===== src/rtl/cp0_exception_sequencer.sv =====
// Exception-entry / ERET-return sequencer between CP0, the hazard unit and the PC-select mux.
// Optional per-interrupt vectoring is enabled by defining CP0_VECTORED_INT_EN.
module cp0_exception_sequencer #(
  parameter logic [31:0] VECTOR_BASE  = 32'h8000_0000,
  parameter int unsigned DRAIN_CYCLES = 3,
  parameter logic [31:0] VEC_SPACING  = 32'h0000_0020
) (
  input  logic        clk,
  input  logic        reset,
  input  logic        pendingexception,
  input  logic [4:0]  exccode,
  input  logic [7:0]  cause_ip,
  input  logic [31:0] epc,
  input  logic        eret,
  input  logic        pipe_idle,
  input  logic        redirect_ready,
  output logic        stall_req,
  output logic        flush,
  output logic        activeexception,
  output logic        redirect_valid,
  output logic [31:0] redirect_pc,
  output logic        in_handler
);

  typedef enum logic [2:0] {
    IDLE,
    DRAIN,
    TAKE,
    EXC_REDIR,
    HANDLER,
    ERET_FLUSH,
    ERET_REDIR
  } state_t;

  localparam logic [3:0]  DRAIN_LOAD  = 4'(DRAIN_CYCLES);
  localparam logic [31:0] GENERAL_VEC = VECTOR_BASE + 32'h0000_0180;

  state_t      state;
  logic [3:0]  drain_cnt;
  logic [3:0]  drain_cnt_next;
  logic [31:0] vector_pc;

  // Saturating decrement; the drain is complete once the decremented value reaches zero,
  // so the stall lasts DRAIN_CYCLES cycles before TAKE when the pipe is already idle.
  assign drain_cnt_next = (drain_cnt == 4'd0) ? 4'd0 : drain_cnt - 4'd1;

`ifdef CP0_VECTORED_INT_EN
  logic [2:0] ip_index;

  // NOTE: every variable written in always_comb gets a default first, otherwise a latch is inferred.
  always_comb begin
    ip_index = 3'd0;
    for (int i = 0; i < 8; i++) begin
      if (cause_ip[i]) ip_index = 3'(i);
    end
  end

  assign vector_pc = (exccode == 5'd0)
                   ? VECTOR_BASE + 32'h0000_0200 + (32'(ip_index) * VEC_SPACING)
                   : GENERAL_VEC;
`else
  logic unused_cause;
  assign unused_cause = ^{exccode, cause_ip};
  assign vector_pc    = GENERAL_VEC;
`endif

  // NOTE: all state and registered outputs use non-blocking assignments so every
  // update in this block sees the pre-edge values.
  always_ff @(posedge clk or negedge reset) begin
    if (!reset) begin
      state           <= IDLE;
      drain_cnt       <= 4'd0;
      stall_req       <= 1'b0;
      flush           <= 1'b0;
      activeexception <= 1'b0;
      redirect_valid  <= 1'b0;
      redirect_pc     <= 32'd0;
      in_handler      <= 1'b0;
    end else begin
      case (state)
        IDLE: begin
          // An exception arriving with an ERET wins; the ERET is dropped.
          if (pendingexception) begin
            state     <= DRAIN;
            drain_cnt <= DRAIN_LOAD;
            stall_req <= 1'b1;
          end else if (eret) begin
            state     <= ERET_FLUSH;
            flush     <= 1'b1;
            stall_req <= 1'b1;
          end
        end

        DRAIN: begin
          drain_cnt <= drain_cnt_next;
          if (!pendingexception) begin
            state     <= IDLE;
            drain_cnt <= 4'd0;
            stall_req <= 1'b0;
          end else if ((drain_cnt_next == 4'd0) && pipe_idle) begin
            state           <= TAKE;
            activeexception <= 1'b1;
            flush           <= 1'b1;
          end
        end

        TAKE: begin
          state           <= EXC_REDIR;
          activeexception <= 1'b0;
          flush           <= 1'b0;
          redirect_valid  <= 1'b1;
          redirect_pc     <= vector_pc;
        end

        EXC_REDIR: begin
          if (redirect_ready) begin
            state          <= HANDLER;
            redirect_valid <= 1'b0;
            stall_req      <= 1'b0;
            in_handler     <= 1'b1;
          end
        end

        HANDLER: begin
          // No nesting: pendingexception is deliberately ignored here.
          if (eret) begin
            state     <= ERET_FLUSH;
            flush     <= 1'b1;
            stall_req <= 1'b1;
          end
        end

        ERET_FLUSH: begin
          state          <= ERET_REDIR;
          flush          <= 1'b0;
          redirect_valid <= 1'b1;
          redirect_pc    <= epc;
        end

        ERET_REDIR: begin
          if (redirect_ready) begin
            state          <= IDLE;
            redirect_valid <= 1'b0;
            stall_req      <= 1'b0;
            in_handler     <= 1'b0;
          end
        end

        default: begin
          state           <= IDLE;
          drain_cnt       <= 4'd0;
          stall_req       <= 1'b0;
          flush           <= 1'b0;
          activeexception <= 1'b0;
          redirect_valid  <= 1'b0;
          in_handler      <= 1'b0;
        end
      endcase
    end
  end

endmodule


===== config.mk =====
export PLATFORM = sky130hd
export DESIGN_NAME = cp0_exception_sequencer
export DESIGN_NICKNAME = d
export VERILOG_FILES = /design/src/rtl/cp0_exception_sequencer.sv
export SDC_FILE = /design/constraint.sdc
export NUM_CORES = 1
export LEC_CHECK = 0
export ABC_AREA = 1
export CORE_MARGIN = 2
export CORE_UTILIZATION = 42
export CTS_CLUSTER_SIZE = 16
export DETAILED_ROUTE_END_ITERATION = 7
export PLACE_DENSITY = 0.8
export SLEW_MARGIN = 20
export SYNTH_ARGS = -nofsm -noshare
export SYNTH_HDL_FRONTEND = slang
export SYNTH_SLANG_ARGS = --single-unit

===== constraint.sdc =====
create_clock -name clk -period 1.5 [get_ports clk]
set_clock_uncertainty 0.1 [all_clocks]
set_input_delay 0.3 -clock clk [delete_from_list [all_inputs] [get_ports clk]]
set_output_delay 0.3 -clock clk [all_outputs]
set_load 0.005 [all_outputs]

Word level (Yosys, flattened, before mapping)
Index checks and enable logic that the tools add are counted.
{ "classes": {"addsub": 1, "n_eq_ne": 15, "muxes": 26, "bitwise": 6, "reduce_logical": 18} }
{ "op_table": {"columns": ["op", "count"], "rows": [
  ["$pmux 32 s2", 1],
  ["$pmux 3 s7", 1],
  ["$mux 3", 6],
  ["$reduce_or 5->1", 3],
  ["$ne 2x2->1 const B", 7],
  ["$mux 4", 3],
  ["$pmux 4 s3", 1],
  ["$reduce_and 3->1", 4],
  ["$eq 3x3->1 const B", 3],
  ["$mux 1", 9],
  ["$logic_not 4->1", 2],
  ["$eq 3x2->1 const B", 2],
  ["$not 1->1", 6],
  ["$pmux 1 s3", 2],
  ["$pmux 1 s5", 1],
  ["$pmux 1 s4", 1],
  ["$reduce_and 2->1", 2],
  ["$reduce_and 4->1", 1],
  ["$reduce_or 2->1", 2],
  ["$sub 4x1->4 const B", 1],
  ["$eq 3x1->1 const B", 1],
  ["$logic_not 3->1", 1],
  ["$ne 3x3->1 const B", 1],
  ["$reduce_or 3->1", 1],
  ["other kinds (4)", 4]
]} }
{ "totals": {"regBits": 44, "input_bits": 51, "out_inout_bits": 37, "wordCells": 74} }

Depth between registers and ports, before layout
{ "logic_depth": {"ltp_word": 7, "depth_mapped": 9, "depth_no_buf": 8} }

Least setup slack after synthesis
Ideal clock, no wire load.
{ "synth_timing": {"path_type": "reg2reg", "from": "reg state[0]", "to": "reg redirect_pc[19]", "setup_time_ns": 0.117, "t_arrival_ns": 1.140, "required_time_ns": 1.283, "slack_ns": 0.143, "path_stages_with_launch": 10, "path_buffers": 3, "period_less_slack_ns": 1.357, "cell_sequence": "dfrtp_1 > buf_4 > inv_2 > nand3_2 > nand2_4 > inv_2 > buf_6 > buf_6 > nand2_1 > nand2_1"} }
{ "synth_via": {"elab_chain_cells": 2, "elab_cells_between_ends": 4, "classes_between": "eq/ne: 2; mux: 1; reduce/logical: 1"} }
{ "synth_rtl": {"columns": ["element", "line", "source"], "rows": [
  ["from (decl)", "38", "state_t state;"],
  ["from (signal assigned)", "71", "state <= IDLE;"],
  ["from (signal assigned)", "84", "state <= DRAIN;"],
  ["from (signal assigned)", "88", "state <= ERET_FLUSH;"],
  ["$eq 3x3->1 or $eq 3x2->1 (tied branches)", "80", "case (state)"],
  ["$pmux 32 s2 or $reduce_bool 2->1 (tied branches)", null, null],
  ["to (signal assigned)", "112", "redirect_pc <= vector_pc;"],
  ["to (signal assigned)", "137", "redirect_pc <= epc;"],
  ["to (decl)", "21", "output logic [31:0] redirect_pc,"]
]} }
Parallel ways exist; a longest one is shown, timed or not.
A chain may end at the register's enable or synchronous reset.

Worst setup path after layout
{ "layout_timing": {"from": "reg state[2]", "to": "reg state[1]"} }
{ "layout_via": {"elab_chain_cells": 3, "elab_cells_between_ends": 12, "classes_between": "eq/ne: 9; mux: 1; reduce/logical: 2"} }
{ "layout_rtl": {"columns": ["element", "line"], "rows": [
  ["$eq 3x1->1 (tied with other cells)", "80"],
  ["$ne 3x3->1 (no line) or $ne 2x2->1 (tied branches)", null],
  ["$reduce_and 3->1 (no line)", null]
]} }
Parallel ways exist; a longest one is shown, timed or not.

==> results.sh <==
export IMPL_vdd_drop_max_uv=1320
export IMPL_maxCapViolCount=0
export IMPL_vias=1861
export IMPL_vias_per_cell=4.821
export IMPL_yosysSeqAreaShare_pct=55.10
export IMPL_reg2reg_from="state[2]"
export IMPL_path_cells="inv_2 -> nand3_1 -> nand2_1 -> nand2_1 -> nand2_1 -> o21ai_0"
export IMPL_nets=382
export IMPL_root_buffer="clkbuf_8"
export IMPL_die_area_sq_um=5325
export IMPL_met3_usage_pct=5.249
export IMPL_critPathSlowestCell="dfrtp_2"
export IMPL_drtIter0Drc=91
export IMPL_maxSlewViolCount=0
export IMPL_cts_tree="built"
export IMPL_area_growth_pct=48.47
export IMPL_hold_path_depth=2
export IMPL_clk_latency_ns=0.29
export IMPL_grt_pass1_wl_mm=7.852
export IMPL_crit_type="reg2reg"
export IMPL_synth_fp_nets=294
export IMPL_grt_pass1_vias=1848
export IMPL_clock_sinks=44
export IMPL_synthesis_area_sq_um=1998
export IMPL_io_pins=88
export IMPL_first_pass_iters=4
export IMPL_use_met1_pct=21.45
export IMPL_num_rows=25
export IMPL_synth_compound_area_share_pct=4.696
export IMPL_wl_mm=4.797
export IMPL_die_width_um=72.98
export IMPL_avgSynthCellArea_sq_um=8.223
export IMPL_yosysUniqueCellTypes=19
export IMPL_fmax_mhz=722.1
export IMPL_h_tree_depth=2
export IMPL_min_to="redirect_pc[0]"
export IMPL_max_stage_delay_ns=0.48
export IMPL_antenna_found_initial=0
export IMPL_cts_inserted_buffers=5
export IMPL_synth_top_family_by_area="simple AND/OR/NAND/NOR gates"
export IMPL_synth_xor_area_share_pct=0
export IMPL_r2r_end="state[1]"
export IMPL_powerDensity_nw_per_um2=1815
export IMPL_crit_top_cell="nand2_1"
export IMPL_die_h_um=72.98
export IMPL_rrSetupSlack_ns=0.12
export IMPL_rsz0062_at_grt="no"
export IMPL_initial_core_util_pct=42.87
export IMPL_fin_util_pct=63.65
export IMPL_cp_max_fo=8
export IMPL_hold_violations=0
export IMPL_met2_usage_pct=34.24
export IMPL_synthMuxAreaShare_pct=0
export IMPL_synth_seq_cells=44
export IMPL_grt_busiest_layer="met2"
export IMPL_path_clk_slew_ns=0.08
export IMPL_crit_required_ns=1.58
export IMPL_clockBufferDepth=2
export IMPL_ant_nets=0
export IMPL_finalCriticalPeriod_ns=1.385
export IMPL_avgRoutedWirePerCell_um=12.43
export IMPL_cp_start_kind="flop"
export IMPL_core_sq_um=4661
export IMPL_p_leak_uw=0.001612
export IMPL_timing_final_crit_share_pct=92.32
export IMPL_design_area_sq_um=2967
export IMPL_drc=0
export IMPL_layout_common_cells="nand2_1 (100), dfrtp_1 (41), nand3_1 (40)"
export IMPL_status="completed"
export IMPL_reg2reg_depth=6
export IMPL_synthAdderAreaFrac_pct=0
export IMPL_mostFrequentLayoutCell="nand2_1"
export IMPL_crit_arrival_ns=1.46
export IMPL_grt_ovfl_total=0
export IMPL_setup_viol_count_final=0
export IMPL_worstHoldStart="redirect_pc[0]"
export IMPL_gp_congestion=0.7968
export IMPL_antennaDiodeCount=0
export IMPL_grtUsageTotal_pct=19.07
export IMPL_slew_headroom_pct=80.78
export IMPL_hpwl_mm=3.294
export IMPL_postPlaceCellArea_sq_um=2834
export IMPL_grt_max_degree=45
export IMPL_end_kind="flop"
export IMPL_yosys_area_share_simple_pct=33.38
export IMPL_synthCells=243
export IMPL_hold_class="reg2reg"
export IMPL_ys_warn_count=0
export IMPL_worstMarginPinSlew_ns=0.2882
export IMPL_drive_above_1_share_pct=11.45
export IMPL_portBuffers=74
-- through the flow --
stage	setup TNS, ns	power [uW]	setup slack, ns	hold WS (ns)	cells
after floorplan	0	3492	0.1429	-0.09559	243
after global placement	-0.4615	4659	-0.07641	0.1956	369
after detailed placement	-0.5142	4737	-0.1046	0.1967	369
after CTS	0	5396	0.009889	0.3741	386
after global routing	0	5883	0.001252	0.3906	386
final	0	5385	0.1152	0.3661	386
-- Yosys cell counts --
cell type | n | area [sq um]
nand2_1 | 100 | 375.4
nand3_2 | 1 | 10.01
nand3_1 | 40 | 200.2
nand2_4 | 1 | 11.26
buf_6 | 3 | 33.78
buf_2 | 1 | 5.000
o21ai_0 | 9 | 45.04
dfrtp_1 | 44 | 1101
nand3_4 | 1 | 17.52
nor2_1 | 9 | 33.78
o22a_1 | 3 | 26.28
nand4_1 | 1 | 6.260
a21oi_1 | 3 | 15.01
buf_4 | 2 | 15.01
inv_2 | 5 | 18.77
o21a_1 | 1 | 7.510
nor2_2 | 2 | 12.51
clkbuf_1 | 5 | 18.77
inv_1 | 12 | 45.04
-- worst max-delay path by stage --
stage                     startpoint              end  slack, ns
floorplan                   state[0]  redirect_pc[19]       0.14
global placement    pendingexception     drain_cnt[1]      -0.08
detailed placement  pendingexception     drain_cnt[0]      -0.10
CTS                         state[0]         state[2]       0.01
global route                state[2]       in_handler      0.001
finish                      state[2]         state[1]       0.12
-- kinds of logic after synthesis --
| group | Yosys count |
|---|---|
| AOI/OAI and AO/OA | 16 |
| buffers and inverters | 28 |
| and+or+nand+nor | 155 |
| DFF | 44 |
-- layer usage --
metal	routed length [um]	vias up
li1	-	950
met1	2086	847
met2	2377	60
met3	272	4
met4	60	0
met5	0	-
-- cell type report --
cell class                 count  area (sq um)
timing repair buffer          92         868.3
tap                           54         67.56
multi-input combinational    171         765.7
fill                         431          1694
sequential                    44          1105
clock inverter                 1         7.507
inverter                      17         66.31
clock buffer                   7         86.33
-- power by group --
part / internal [uW] / total, uW / switching, uW
combinational: 1220 / 2670 / 1460
sequential: 1640 / 1940 / 299
clock: 374 / 772 / 397
total: 3230 / 5390 / 2150
-- flip-flops by register name (all words and copies together) (netlist names) --
register and count:
redirect_pc 32, drain_cnt 4, state 3, activeexception 1, flush 1, in_handler 1
redirect_valid 1, stall_req 1
-- timing repair --
action                                  4_1_cts  5_1_grt
buffers inserted                              8        0
gates resized for setup                      38        5
endpoints found under the setup margin       66       35
hold endpoints to repair                     44        0
hold buffers                                  1        0
-- worst max-delay path: cells and delay by family, from the launching register on --
| family | cells | cell delay, ns |
|---|---|---|
| buf+inv | 1 | 0.11 |
| simple gates | 4 | 0.49 |
| flops | 1 | 0.48 |
| compound gates | 1 | 0.08 |
No activity file was read; power rests on OpenSTA's default activity.
